### config.mk
export PLATFORM = sky130hd
export DESIGN_NAME = multicycle_controller_flat
export DESIGN_NICKNAME = d
export VERILOG_FILES = /design/src/rtl/multicycle_controller_if.sv /design/src/rtl/multicycle_controller.sv /design/src/flat_wrapper.sv
export SDC_FILE = /design/constraint.sdc
export NUM_CORES = 1
export LEC_CHECK = 0
export CAP_MARGIN = 40
export CORE_ASPECT_RATIO = 0.7
export CORE_MARGIN = 5
export CORE_UTILIZATION = 45
export CTS_CLUSTER_SIZE = 40
export DETAILED_ROUTE_END_ITERATION = 7
export GPL_ROUTABILITY_DRIVEN = 0
export PLACE_DENSITY = 0.75
export SKIP_LAST_GASP = 1
export SYNTH_ARGS = -nofsm -noshare
export SYNTH_HDL_FRONTEND = slang
export SYNTH_SLANG_ARGS = --single-unit
### constraint.sdc
create_clock -name clk -period 7.2 [get_ports clk]
set_input_delay 1.44 -clock clk [delete_from_list [all_inputs] [get_ports clk]]
set_output_delay 1.44 -clock clk [all_outputs]
set_load 0.02 [all_outputs]
### src/rtl/multicycle_controller_if.sv
// Control bundle between the multi-cycle controller and its datapath/memory.
interface multicycle_controller_if;
   logic [5:0] OPCode;
   logic [5:0] FCode;
   logic       Zero;
   logic       mem_ready;
   logic [4:0] AluCtr;
   logic       AluMUX1;
   logic       AluMUX2;
   logic       RegWrite;
   logic       selectReg;
   logic       MemtoReg;
   logic       MemRead;
   logic       MemWrite;
   logic       IorD;
   logic       IRWrite;
   logic       PCWrite;
   logic [1:0] PCSrc;

   modport master (
      input  OPCode, FCode, Zero, mem_ready,
      output AluCtr, AluMUX1, AluMUX2, RegWrite, selectReg, MemtoReg,
             MemRead, MemWrite, IorD, IRWrite, PCWrite, PCSrc
   );

   modport slave (
      output OPCode, FCode, Zero, mem_ready,
      input  AluCtr, AluMUX1, AluMUX2, RegWrite, selectReg, MemtoReg,
             MemRead, MemWrite, IorD, IRWrite, PCWrite, PCSrc
   );
endinterface

### src/rtl/multicycle_controller.sv
// Multi-cycle MIPS control FSM sequencing a shared-memory datapath.
//  state  | meaning
//  FETCH  | read instruction at PC, wait for mem_ready, load IR and PC+4
//  DECODE | latch opcode/funct, J completes here, unsupported -> TRAP
//  EXEC   | ALU operation, branches resolve and complete here
//  MEM    | LW/SW data access at ALU address, wait for mem_ready
//  ALUWB  | write ALU result to rd/rt
//  MEMWB  | write loaded data to rt
//  TRAP   | unsupported instruction, held until reset
module multicycle_controller #(
   parameter int CNT_W = 16
) (
   input  logic                 clk,
   input  logic                 reset,
   multicycle_controller_if.master bus,
   output logic                 retire,
   output logic [CNT_W-1:0]     instr_count,
   output logic                 illegal,
   output logic [2:0]           state
);

   typedef enum logic [2:0] {
      S_FETCH  = 3'd0,
      S_DECODE = 3'd1,
      S_EXEC   = 3'd2,
      S_MEM    = 3'd3,
      S_ALUWB  = 3'd4,
      S_MEMWB  = 3'd5,
      S_TRAP   = 3'd6
   } state_t;

   localparam logic [5:0] OP_RTYPE = 6'b000000;
   localparam logic [5:0] OP_J     = 6'b000010;
   localparam logic [5:0] OP_BEQ   = 6'b000100;
   localparam logic [5:0] OP_BNE   = 6'b000101;
   localparam logic [5:0] OP_LW    = 6'b100011;
   localparam logic [5:0] OP_SW    = 6'b101011;

   state_t           state_q, state_d;
   logic [5:0]       op_q, op_d, fn_q, fn_d;
   logic [CNT_W-1:0] count_q, count_d;
   logic             illegal_q, illegal_d;

   // {supported, alu_ctr}; J is handled outside the table
   function automatic logic [5:0] decode_op(input logic [5:0] op, input logic [5:0] fn);
      logic [5:0] r;
      r = 6'd0;
      case (op)
         OP_RTYPE: begin
            case (fn)
               6'b100000: r = {1'b1, 5'd0};
               6'b100010: r = {1'b1, 5'd1};
               6'b100100: r = {1'b1, 5'd2};
               6'b100101: r = {1'b1, 5'd3};
               6'b000011: r = {1'b1, 5'd4};
               6'b000010: r = {1'b1, 5'd5};
               6'b000000: r = {1'b1, 5'd6};
               6'b000100: r = {1'b1, 5'd7};
               6'b101010: r = {1'b1, 5'd8};
               default:   r = 6'd0;
            endcase
         end
         6'b001000: r = {1'b1, 5'd9};
         6'b001001: r = {1'b1, 5'd10};
         6'b001100: r = {1'b1, 5'd11};
         6'b001101: r = {1'b1, 5'd12};
         6'b001111: r = {1'b1, 5'd13};
         6'b001011: r = {1'b1, 5'd14};
         6'b001010: r = {1'b1, 5'd15};
         OP_BEQ:    r = {1'b1, 5'd16};
         OP_BNE:    r = {1'b1, 5'd17};
         OP_LW:     r = {1'b1, 5'd18};
         OP_SW:     r = {1'b1, 5'd19};
         default:   r = 6'd0;
      endcase
      return r;
   endfunction

   logic [5:0] dec_live, dec_q;
   logic       is_branch_q, is_mem_q, is_shift_q, uses_imm_q;

   assign dec_live    = decode_op(bus.OPCode, bus.FCode);
   assign dec_q       = decode_op(op_q, fn_q);
   assign is_branch_q = (op_q == OP_BEQ) || (op_q == OP_BNE);
   assign is_mem_q    = (op_q == OP_LW) || (op_q == OP_SW);
   assign is_shift_q  = (op_q == OP_RTYPE) &&
                        ((fn_q == 6'b000011) || (fn_q == 6'b000010) || (fn_q == 6'b000000));
   assign uses_imm_q  = (op_q != OP_RTYPE) && !is_branch_q;

   always_ff @(posedge clk) begin
      if (reset) begin
         state_q   <= S_FETCH;
         op_q      <= 6'd0;
         fn_q      <= 6'd0;
         count_q   <= '0;
         illegal_q <= 1'b0;
      end else begin
         state_q   <= state_d;
         op_q      <= op_d;
         fn_q      <= fn_d;
         count_q   <= count_d;
         illegal_q <= illegal_d;
      end
   end

   always_comb begin
      state_d = state_q;
      op_d    = op_q;
      fn_d    = fn_q;
      case (state_q)
         S_FETCH:  if (bus.mem_ready) state_d = S_DECODE;
         S_DECODE: begin
            op_d = bus.OPCode;
            fn_d = bus.FCode;
            if (bus.OPCode == OP_J)  state_d = S_FETCH;
            else if (dec_live[5])    state_d = S_EXEC;
            else                     state_d = S_TRAP;
         end
         S_EXEC: begin
            if (is_branch_q)    state_d = S_FETCH;
            else if (is_mem_q)  state_d = S_MEM;
            else                state_d = S_ALUWB;
         end
         S_MEM:    if (bus.mem_ready) state_d = (op_q == OP_LW) ? S_MEMWB : S_FETCH;
         S_ALUWB,
         S_MEMWB:  state_d = S_FETCH;
         S_TRAP:   state_d = S_TRAP;
         default:  state_d = S_FETCH;
      endcase
      count_d   = count_q + CNT_W'(retire);
      illegal_d = illegal_q | (state_d == S_TRAP);
   end

   // Reset masks every strobe so a pending memory access is dropped at once
   always_comb begin
      bus.AluCtr    = 5'd0;
      bus.AluMUX1   = 1'b0;
      bus.AluMUX2   = 1'b0;
      bus.RegWrite  = 1'b0;
      bus.selectReg = 1'b0;
      bus.MemtoReg  = 1'b0;
      bus.MemRead   = 1'b0;
      bus.MemWrite  = 1'b0;
      bus.IorD      = 1'b0;
      bus.IRWrite   = 1'b0;
      bus.PCWrite   = 1'b0;
      bus.PCSrc     = 2'b00;
      retire        = 1'b0;
      if (!reset) begin
         case (state_q)
            S_FETCH: begin
               bus.MemRead = 1'b1;
               if (bus.mem_ready) begin
                  bus.IRWrite = 1'b1;
                  bus.PCWrite = 1'b1;
               end
            end
            S_DECODE: begin
               if (bus.OPCode == OP_J) begin
                  bus.PCWrite = 1'b1;
                  bus.PCSrc   = 2'b10;
                  retire      = 1'b1;
               end
            end
            S_EXEC: begin
               bus.AluCtr  = dec_q[4:0];
               bus.AluMUX1 = is_shift_q;
               bus.AluMUX2 = uses_imm_q;
               if (is_branch_q) begin
                  bus.PCWrite = (op_q == OP_BEQ) ? bus.Zero : !bus.Zero;
                  bus.PCSrc   = 2'b01;
                  retire      = 1'b1;
               end
            end
            S_MEM: begin
               bus.IorD     = 1'b1;
               bus.AluCtr   = dec_q[4:0];
               bus.AluMUX2  = uses_imm_q;
               bus.MemRead  = (op_q == OP_LW);
               bus.MemWrite = (op_q == OP_SW);
               retire       = bus.mem_ready && (op_q == OP_SW);
            end
            S_ALUWB: begin
               bus.RegWrite  = 1'b1;
               bus.selectReg = (op_q == OP_RTYPE);
               retire        = 1'b1;
            end
            S_MEMWB: begin
               bus.RegWrite = 1'b1;
               bus.MemtoReg = 1'b1;
               retire       = 1'b1;
            end
            default: ;
         endcase
      end
   end

   assign instr_count = count_q;
   assign illegal     = illegal_q;
   assign state       = state_q;

endmodule

### src/flat_wrapper.sv
// flat-port wrapper written by rule: the top's interface ports become plain ports
module multicycle_controller_flat 
#(
   parameter int CNT_W = 16
)
  (clk, reset, retire, instr_count, illegal, state, bus_OPCode, bus_FCode, bus_Zero, bus_mem_ready, bus_AluCtr, bus_AluMUX1, bus_AluMUX2, bus_RegWrite, bus_selectReg, bus_MemtoReg, bus_MemRead, bus_MemWrite, bus_IorD, bus_IRWrite, bus_PCWrite, bus_PCSrc);
  multicycle_controller_if bus_i ();
  input  logic clk;
  input  logic reset;
  output logic retire;
  output logic [CNT_W-1:0] instr_count;
  output logic illegal;
  output logic [2:0] state;
  input wire logic [$bits(bus_i.OPCode)-1:0] bus_OPCode;
  input wire logic [$bits(bus_i.FCode)-1:0] bus_FCode;
  input wire logic [$bits(bus_i.Zero)-1:0] bus_Zero;
  input wire logic [$bits(bus_i.mem_ready)-1:0] bus_mem_ready;
  output wire logic [$bits(bus_i.AluCtr)-1:0] bus_AluCtr;
  output wire logic [$bits(bus_i.AluMUX1)-1:0] bus_AluMUX1;
  output wire logic [$bits(bus_i.AluMUX2)-1:0] bus_AluMUX2;
  output wire logic [$bits(bus_i.RegWrite)-1:0] bus_RegWrite;
  output wire logic [$bits(bus_i.selectReg)-1:0] bus_selectReg;
  output wire logic [$bits(bus_i.MemtoReg)-1:0] bus_MemtoReg;
  output wire logic [$bits(bus_i.MemRead)-1:0] bus_MemRead;
  output wire logic [$bits(bus_i.MemWrite)-1:0] bus_MemWrite;
  output wire logic [$bits(bus_i.IorD)-1:0] bus_IorD;
  output wire logic [$bits(bus_i.IRWrite)-1:0] bus_IRWrite;
  output wire logic [$bits(bus_i.PCWrite)-1:0] bus_PCWrite;
  output wire logic [$bits(bus_i.PCSrc)-1:0] bus_PCSrc;
  assign bus_i.OPCode = bus_OPCode;
  assign bus_i.FCode = bus_FCode;
  assign bus_i.Zero = bus_Zero;
  assign bus_i.mem_ready = bus_mem_ready;
  assign bus_AluCtr = bus_i.AluCtr;
  assign bus_AluMUX1 = bus_i.AluMUX1;
  assign bus_AluMUX2 = bus_i.AluMUX2;
  assign bus_RegWrite = bus_i.RegWrite;
  assign bus_selectReg = bus_i.selectReg;
  assign bus_MemtoReg = bus_i.MemtoReg;
  assign bus_MemRead = bus_i.MemRead;
  assign bus_MemWrite = bus_i.MemWrite;
  assign bus_IorD = bus_i.IorD;
  assign bus_IRWrite = bus_i.IRWrite;
  assign bus_PCWrite = bus_i.PCWrite;
  assign bus_PCSrc = bus_i.PCSrc;
  multicycle_controller #(.CNT_W(CNT_W)) u_core (.clk(clk), .reset(reset), .bus(bus_i), .retire(retire), .instr_count(instr_count), .illegal(illegal), .state(state));
endmodule
* Word level (Yosys, flattened, before mapping)
Index checks and enable logic that the tools add are counted.
** Word-level totals
- Output and inout port bits :: 38
- Register bits after elaboration :: 32
- Logic and storage cells :: 115
- Input bits :: 16
** Cells by class
- Reductions and logical operators :: 17
- Equal/unequal tests :: 46
- Multiplexer cells :: 45
- $add $sub $neg :: 1
- Bitwise gates (word level) :: 1
** Operators by type and width (number)
- 6-bit by 4-bit == test with 1-bit output (second input constant) :: 14
- 6-bit == test (second input constant) :: 14
- 6-bit case mux with 12 select lines :: 1
- 5-bit case mux with 12 select lines :: 1
- 6-bit case mux with 9 select lines :: 1
- 6-bit by 3-bit == test with 1-bit output (second input constant) :: 6
- 4-bit case mux with 9 select lines :: 1
- 6-bit by 2-bit == test with 1-bit output (second input constant) :: 5
- 1-bit two-way mux :: 25
- 6-bit logical NOT :: 4
- 3-bit two-way mux :: 7
- 16-bit by 1-bit adder with 16-bit output :: 1
- 3-bit case mux with 5 select lines :: 1
- 3-bit == test (second input constant) :: 4
- 5-bit two-way mux :: 2
- 3-bit by 2-bit == test with 1-bit output (second input constant) :: 2
- 6-bit nonzero test :: 1
- 1-bit logical OR :: 4
- 2-bit two-way mux :: 2
- 1-bit case mux with 4 select lines :: 1
- 2-bit case mux with 2 select lines :: 1
- 2-bit OR reduction :: 2
- 3-bit by 1-bit == test with 1-bit output (second input constant) :: 1
- 1-bit logical AND :: 3
- other kinds (5) :: 6

* Longest topological paths before layout
Gate-level depths: netlist (run 1).
- Word-level depth :: 8
- Gate-level depth with buffers :: 13

* Worst setup path before layout (run 1)
OpenSTA, ideal clock, no wires.
- Kind :: input -> output
- Start point :: in bus_OPCode[5]
- End point :: out retire
- Arrival time :: 2.528 ns
- Stages on the path :: 5
- Path buffers :: 0
- Path slack :: 3.232 ns
- Cell sequence :: nor4_1 > nand3_1 > nor2_1 > a211oi_1 > o22ai_1
** Between the ends
- Word-level cells in the longest chain between the ends :: 4
** Ends and longest elaborated chain
- start: declaration :: RTL line flat_wrapper.sv:14 : input wire logic [$bits(bus_i.OPCode)-1:0] bus_OPCode;
- 6-bit by 2-bit == test with 1-bit output :: RTL line multicycle_controller.sv:159 : if (bus.OPCode == OP_J) begin
- 1-bit two-way mux :: RTL line multicycle_controller.sv:159
- 1-bit case mux with 4 select lines :: RTL line multicycle_controller.sv:150 : case (state_q)
- 1-bit two-way mux :: RTL line multicycle_controller.sv:149 : if (!reset) begin
- end: declaration :: RTL line flat_wrapper.sv:10 : output logic retire;
No other way between the ends.

* Final worst setup path (run 1)
Ends and elaborated chain as after synthesis.

==> flow_summary.yaml, run 1 <==
sta:
  setup_viol: 0
  fmax_ghz: 0.198
  slew_violations: 0
  worst_pin_slew_ps: 601
  fin_crit_ps: 5050
  hold_slack_ps: 482
  hold_viol_final: 0
  maxSlewHeadroom: 0.598
  fin_skew_ps: 6.11
  tns_ps: 0
  finalCritPeriodShare: 0.702
  rsz0062_at_grt: "false"
critical_path:
  reg2regPathDepth: 11
  endpoint_kind: "output port"
  critical_path_peak_fanout: 5
  crit_buf_inv: 2
  r2r_slack_ps: 3900
  max_stage_delay_ps: 650
  cp-startpoint: "bus_OPCode[5]"
  crit_family: "buffers and inverters"
  crit_chain: "clkdlybuf4s50_1 > nor4_1 > nand3_1 > nor2_1 > a211oi_1 > o22ai_1 > clkdlybuf4s50_1"
  timing.rr.start: "u_core.state[0]$_SDFF_PP0_"
  critPathLaunchType: "primary input"
  cp_common_cell: "clkdlybuf4s50_1"
  critPathSlowestCell: "clkdlybuf4s50_1"
  path_class: "primary input to output port"
  cp.arrival_ps: 3610
  r2r_end: "u_core.instr_count[15]$_SDFF_PP0_"
  crit_required_ps: 5760
power:
  p_leak_uw: 0.000899
  irDropWorstVdd_v: 0.000119
  finalPower_uw: 440
  power.density_mw_per_mm2: 167
clock_tree:
  clkSinkCount: 32
  ctsResizeCount: 0
  cts-buffers-inserted: 5
  cts_tree: "built"
  cts.path.max_buffers: 2
  cts_hold_buf: 0
  htreeDepth: 2
  root_buffer: "clkbuf_8"
  cts_setup_buffers: 0
  clk_latency_ps: 280
  clkTransAtPathRegs_ps: 60
flow_run:
  drv_cap: 0
drt:
  vias_per_cell: 5.63
  wl_um: 5140
  drc: 0
  dr.pass1.iters: 4
  vias: 2078
  drtAntennaViolNets: 0
  drt_iter0_markers: 165
  wl_per_cell_um: 13.9
synthesis:
  yosys_most_used_dff: "dfxtp_1"
  synth_common_cells: "38 x nand2_1, 32 x dfxtp_1, 29 x nor2_1, 24 x a21oi_1, 11 x clkbuf_1"
  yosysSeqAreaShare: 0.320
  yosysTopAreaCellShare: 0.320
  ys_types: 53
  yosys_warnings: 0
  yosysMostFrequentCell: "nand2_1"
  synth_fp_nets: 288
  ys_seq_elements: 32
  async_reset_ff_frac: 0
  synth_top_cell_by_area: "dfxtp_1"
  synthTopCellsByArea: "dfxtp_1 32%, nand2_1 7.1%, a21oi_1 6.0%, nor2_1 5.4%, xor2_1 3.9%"
  synthCells: 270
  syn_area_mm2: 0.00200
  syn_area_per_cell_um2: 7.42
  synth_edf_count: 0
place:
  dpl.hpwl_um: 3740
  io_buffer_count: 53
floorplan:
  die_y_um: 65.8
  rows: 20
  start_util: 0.463
  boundaryPins: 54
  die_area_mm2: 0.00591
  die_w_um: 89.8
  fp.coreArea_mm2: 0.00433
grt:
  grt_pass1_vias: 1814
  grt_usage: 0.178
  grt_antenna_before_repair: 0
  grt_max_degree: 27
  grt_pass1_wl_um: 8640
  gr-total-overflow: 0
cells_and_area:
  multi_input_area_mm2: 0.00125
  diodes: 0
  drive_gt1_frac: 0.0510
  final_util: 0.610
  regArea_um2: 641
  layout.nets: 331
  area_growth_pct: 31.6
  nFillCells: 405
worst_hold_path:
  holdPathStages: 2
  whs_endpoint: "u_core.illegal$_SDFF_PP0_"
  hp-class: "register to register"
  min_from: "u_core.illegal$_SDFF_PP0_"
outcome:
  status: "complete, no violations"
[registers in the layout, summed over array words and instances, names as in the netlist]
name	count
u_core.instr_count	16
u_core.fn_q	6
u_core.op_q	6
u_core.state	3
u_core.illegal	1
[area by class of cell]
| class | instances | area share |
|---|---|---|
| multi-input cells | 212 | 0.474 |
| flip-flops and latches | 32 | 0.243 |
| repair buffers | 55 | 0.207 |
| clock buffers | 6 | 0.0275 |
| well taps | 55 | 0.0261 |
| clock inverters | 2 | 0.0133 |
| inverters | 7 | 0.00996 |
[metal layers]
metal	vias to the layer above	global-route usage	routed length, µm
met3	8	0.0762	443
met2	76	0.268	2230
met5	-	0	0
li1	1039	-	-
met1	955	0.235	2400
met4	0	0.0396	60
[cells by family after synthesis]
kind of cell | Yosys count | share of synthesized area
buf+inv | 26 | 0.0568
flops | 32 | 0.320
compound gates | 55 | 0.174
simple gates | 139 | 0.367
fa+ha+maj | 2 | 0.0125
xor+xnor | 15 | 0.0655
mux | 1 | 0.00499
[power breakdown]
group          internal [µW]  switching, µW  total [µW]
registers                182           14.5         197
clock network            103           64.6         167
logic                   36.6           39.1        75.7
[through the flow]
step	cells	setup WS, ps	instance area [µm²]
6_report	369	2150	2640
5_1_grt	369	1960	2640
4_1_cts	369	2140	2640
3_5_place_dp	361	2150	2530
3_3_place_gp	361	2220	2530
2_1_floorplan	270	3230	2000
[worst min-delay path, cell delays in order, from the launching register on]
cell      delay [ps]
dfxtp_1          320
inv_1             60
a211oi_2          50
[placed cells by master, fill, tap and decap left out, types with 3 or more instances in the layout]
cell type and instances:
a21oi_1 24, and3_1 3, clkbuf_8 5, clkdlybuf4s50_1 53, dfxtp_1 32, inv_1 6, nand2_1 38, nand2b_1 6
nand3_1 8, nand3b_1 3, nand4_1 7, nor2_1 29, nor2b_1 10, nor3_1 9, nor4_1 4, nor4b_1 3
o21ai_0 9, o21bai_1 3, or3_1 5, xnor2_1 6, xor2_1 9
[worst max path at each step]
stage,depth (start not counted),slack [ps],to
2_1_floorplan,5,3230,retire
3_3_place_gp,7,2220,retire
3_5_place_dp,7,2150,retire
4_1_cts,7,2140,retire
5_1_grt,7,1960,retire
6_report,7,2150,retire
Power figures use the tool's default switching activity.
==> run 2, diff against run 1 <==
- CORE_UTILIZATION: 45 -> 44
- PLACE_DENSITY: 0.75 -> 0.77
- clock period: 7.2 -> 4.1 ns (I/O delays scaled with it)
==> run 2 against run 1 <==
Compared with the run above: register-to-register slack got worse by 3000 ps; non-clock buffer count rose by 4; clock-buffer cell count rose by 2; critical endpoint unchanged; cell area rose by 0.47%; sequential power rose by 75%; routed wire length rose by 1.4%; utilization fell by 0.41 points; clock skew fell by 0.84 ps; cell count rose by 1.1%; worst hold slack got worse by 6.3 ps.
==> flow_summary.yaml, run 2 (synthesized netlist as in run 1, its figures left out) <==
floorplan:
  fp.coreArea_mm2: 0.00438
  die_area_mm2: 0.00603
  boundaryPins: 54
  die_y_um: 66.5
  die_w_um: 90.7
  rows: 20
  start_util: 0.458
sta:
  slew_violations: 0
  rsz0062_at_grt: "false"
  fmax_ghz: 0.271
  finalCritPeriodShare: 0.900
  tns_ps: 0
  hold_viol_final: 0
  fin_crit_ps: 3690
  fin_skew_ps: 5.27
  worst_pin_slew_ps: 562
  setup_ws_ps: 408
  maxSlewHeadroom: 0.625
  setup_viol: 0
power:
  p_switching_uw: 204
  power_frac_comb: 0.187
  p_seq_frac: 0.473
  irDropWorstVdd_v: 0.000258
  power.density_mw_per_mm2: 274
  switching_share: 0.281
  p_leak_uw: 0.000909
  pwr-share-clk: 0.340
  internal-power_uw: 523
  finalPower_uw: 727
drt:
  drc: 0
  drtAntennaViolNets: 0
  wl_per_cell_um: 14.0
  dr.max_layer_used: "met4"
  vias_per_cell: 5.52
  vias: 2060
  dr.pass1.iters: 4
  met3RoutedLength_um: 301
  wl_met2_um: 2310
  wl_um: 5210
  drt_iter0_markers: 121
  wl_met1_um: 2510
cells_and_area:
  layout_common_cells: "53 x clkdlybuf4s50_1, 38 x nand2_1, 32 x dfxtp_1"
  final_util: 0.605
  area_growth_pct: 32.3
  largest_register_ffs: 16
  drive_gt1_frac: 0.0597
  regArea_um2: 641
  fin_area_mm2: 0.00265
  layout.nets: 335
  layout_commonest_cell: "clkdlybuf4s50_1"
  multi_input_area_mm2: 0.00125
  diodes: 0
  nFillCells: 393
grt:
  gr-total-overflow: 0
  grt_max_degree: 20
  grt_usage: 0.176
  grt_pass1_vias: 1852
  grt_pass1_wl_um: 8670
  grt_antenna_before_repair: 0
outcome:
  status: "complete, no violations"
place:
  pre_cts_ws_ps: 416
  dpl.hpwl_um: 3780
  io_buffer_count: 53
  post_dp_cell_area_mm2: 0.00256
critical_path:
  cp_common_cell: "clkdlybuf4s50_1"
  crit_family: "buffers and inverters"
  crit_required_ps: 3280
  crit_chain: "clkdlybuf4s50_1 > nor4_1 > nand3_1 > nor2_1 > a211oi_1 > o22ai_1 > clkdlybuf4s50_1"
  cp.arrival_ps: 2870
  critPathSlowestCell: "clkdlybuf4s50_1"
  max_stage_delay_ps: 640
  endpoint_kind: "output port"
  path_class: "primary input to output port"
  critPathLaunchType: "primary input"
  r2r_slack_ps: 900
  crit_buf_inv: 2
  critical_path_peak_fanout: 5
clock_tree:
  cts_tree: "built"
  htreeDepth: 2
  clkTransAtPathRegs_ps: 60
  cts-buffers-inserted: 5
  root_buffer: "clkbuf_8"
  cts_setup_buffers: 0
  clk_latency_ps: 280
  ctsResizeCount: 0
  cts_hold_buf: 0
  clkSinkCount: 32
  cts.path.max_buffers: 2
flow_run:
  drv_cap: 0
worst_hold_path:
  hp-class: "register to register"
## run 2: cell count changes in the layout (fill, tap and decap cells not counted)
cell	before	now
clkinv_2	1	0
buf_4	2	6
clkbuf_1	1	2
clkbuf_8	5	6
bufinv_16	1	0
## run 2: through the flow
stage	instances	hold WS, ps
after CTS	373	479
after detailed placement	365	470
after global placement	365	470
after global routing	373	501
after floorplan	270	475
final	373	476
## run 2: final timing paths
| path | cells past startpoint | start | end |
|---|---|---|---|
| max | 7 | bus_OPCode[5] | retire |
| min reg2reg | 2 | u_core.illegal$_SDFF_PP0_ | u_core.illegal$_SDFF_PP0_ |
| min | 2 | u_core.illegal$_SDFF_PP0_ | u_core.illegal$_SDFF_PP0_ |
| max reg2reg | 11 | u_core.state[0]$_SDFF_PP0_ | u_core.instr_count[14]$_SDFF_PP0_ |
## run 2: power by group through the flow
| stage | clock network (µW) | logic [µW] | registers, µW |
|---|---|---|---|
| after detailed placement | 0 | 136 | 350 |
| after CTS | 256 | 136 | 343 |
| final | 247 | 136 | 344 |
| after floorplan | 0 | 95.9 | 338 |
| after global routing | 267 | 150 | 346 |
| after global placement | 0 | 134 | 349 |
## run 2: layout make-up
class	count	area share
Clock buffer	8	0.0340
Inverter	7	0.00991
Multi-Input combinational cell	212	0.471
Sequential cell	32	0.242
Tap cell	55	0.0260
Timing Repair Buffer	59	0.217
## run 2: routing by layer
layer	vias up	GRT usage
met2	51	0.284
met1	955	0.229
met4	0	0.0632
met5	-	0
li1	1045	-
met3	9	0.0451
## run 2: worst min-delay path: cells and delay by family, from the launching register on
kind / cells / cell delay, ps
DFF: 1 / 310
buffers and inverters: 1 / 60
AOI/OAI and AO/OA: 1 / 50
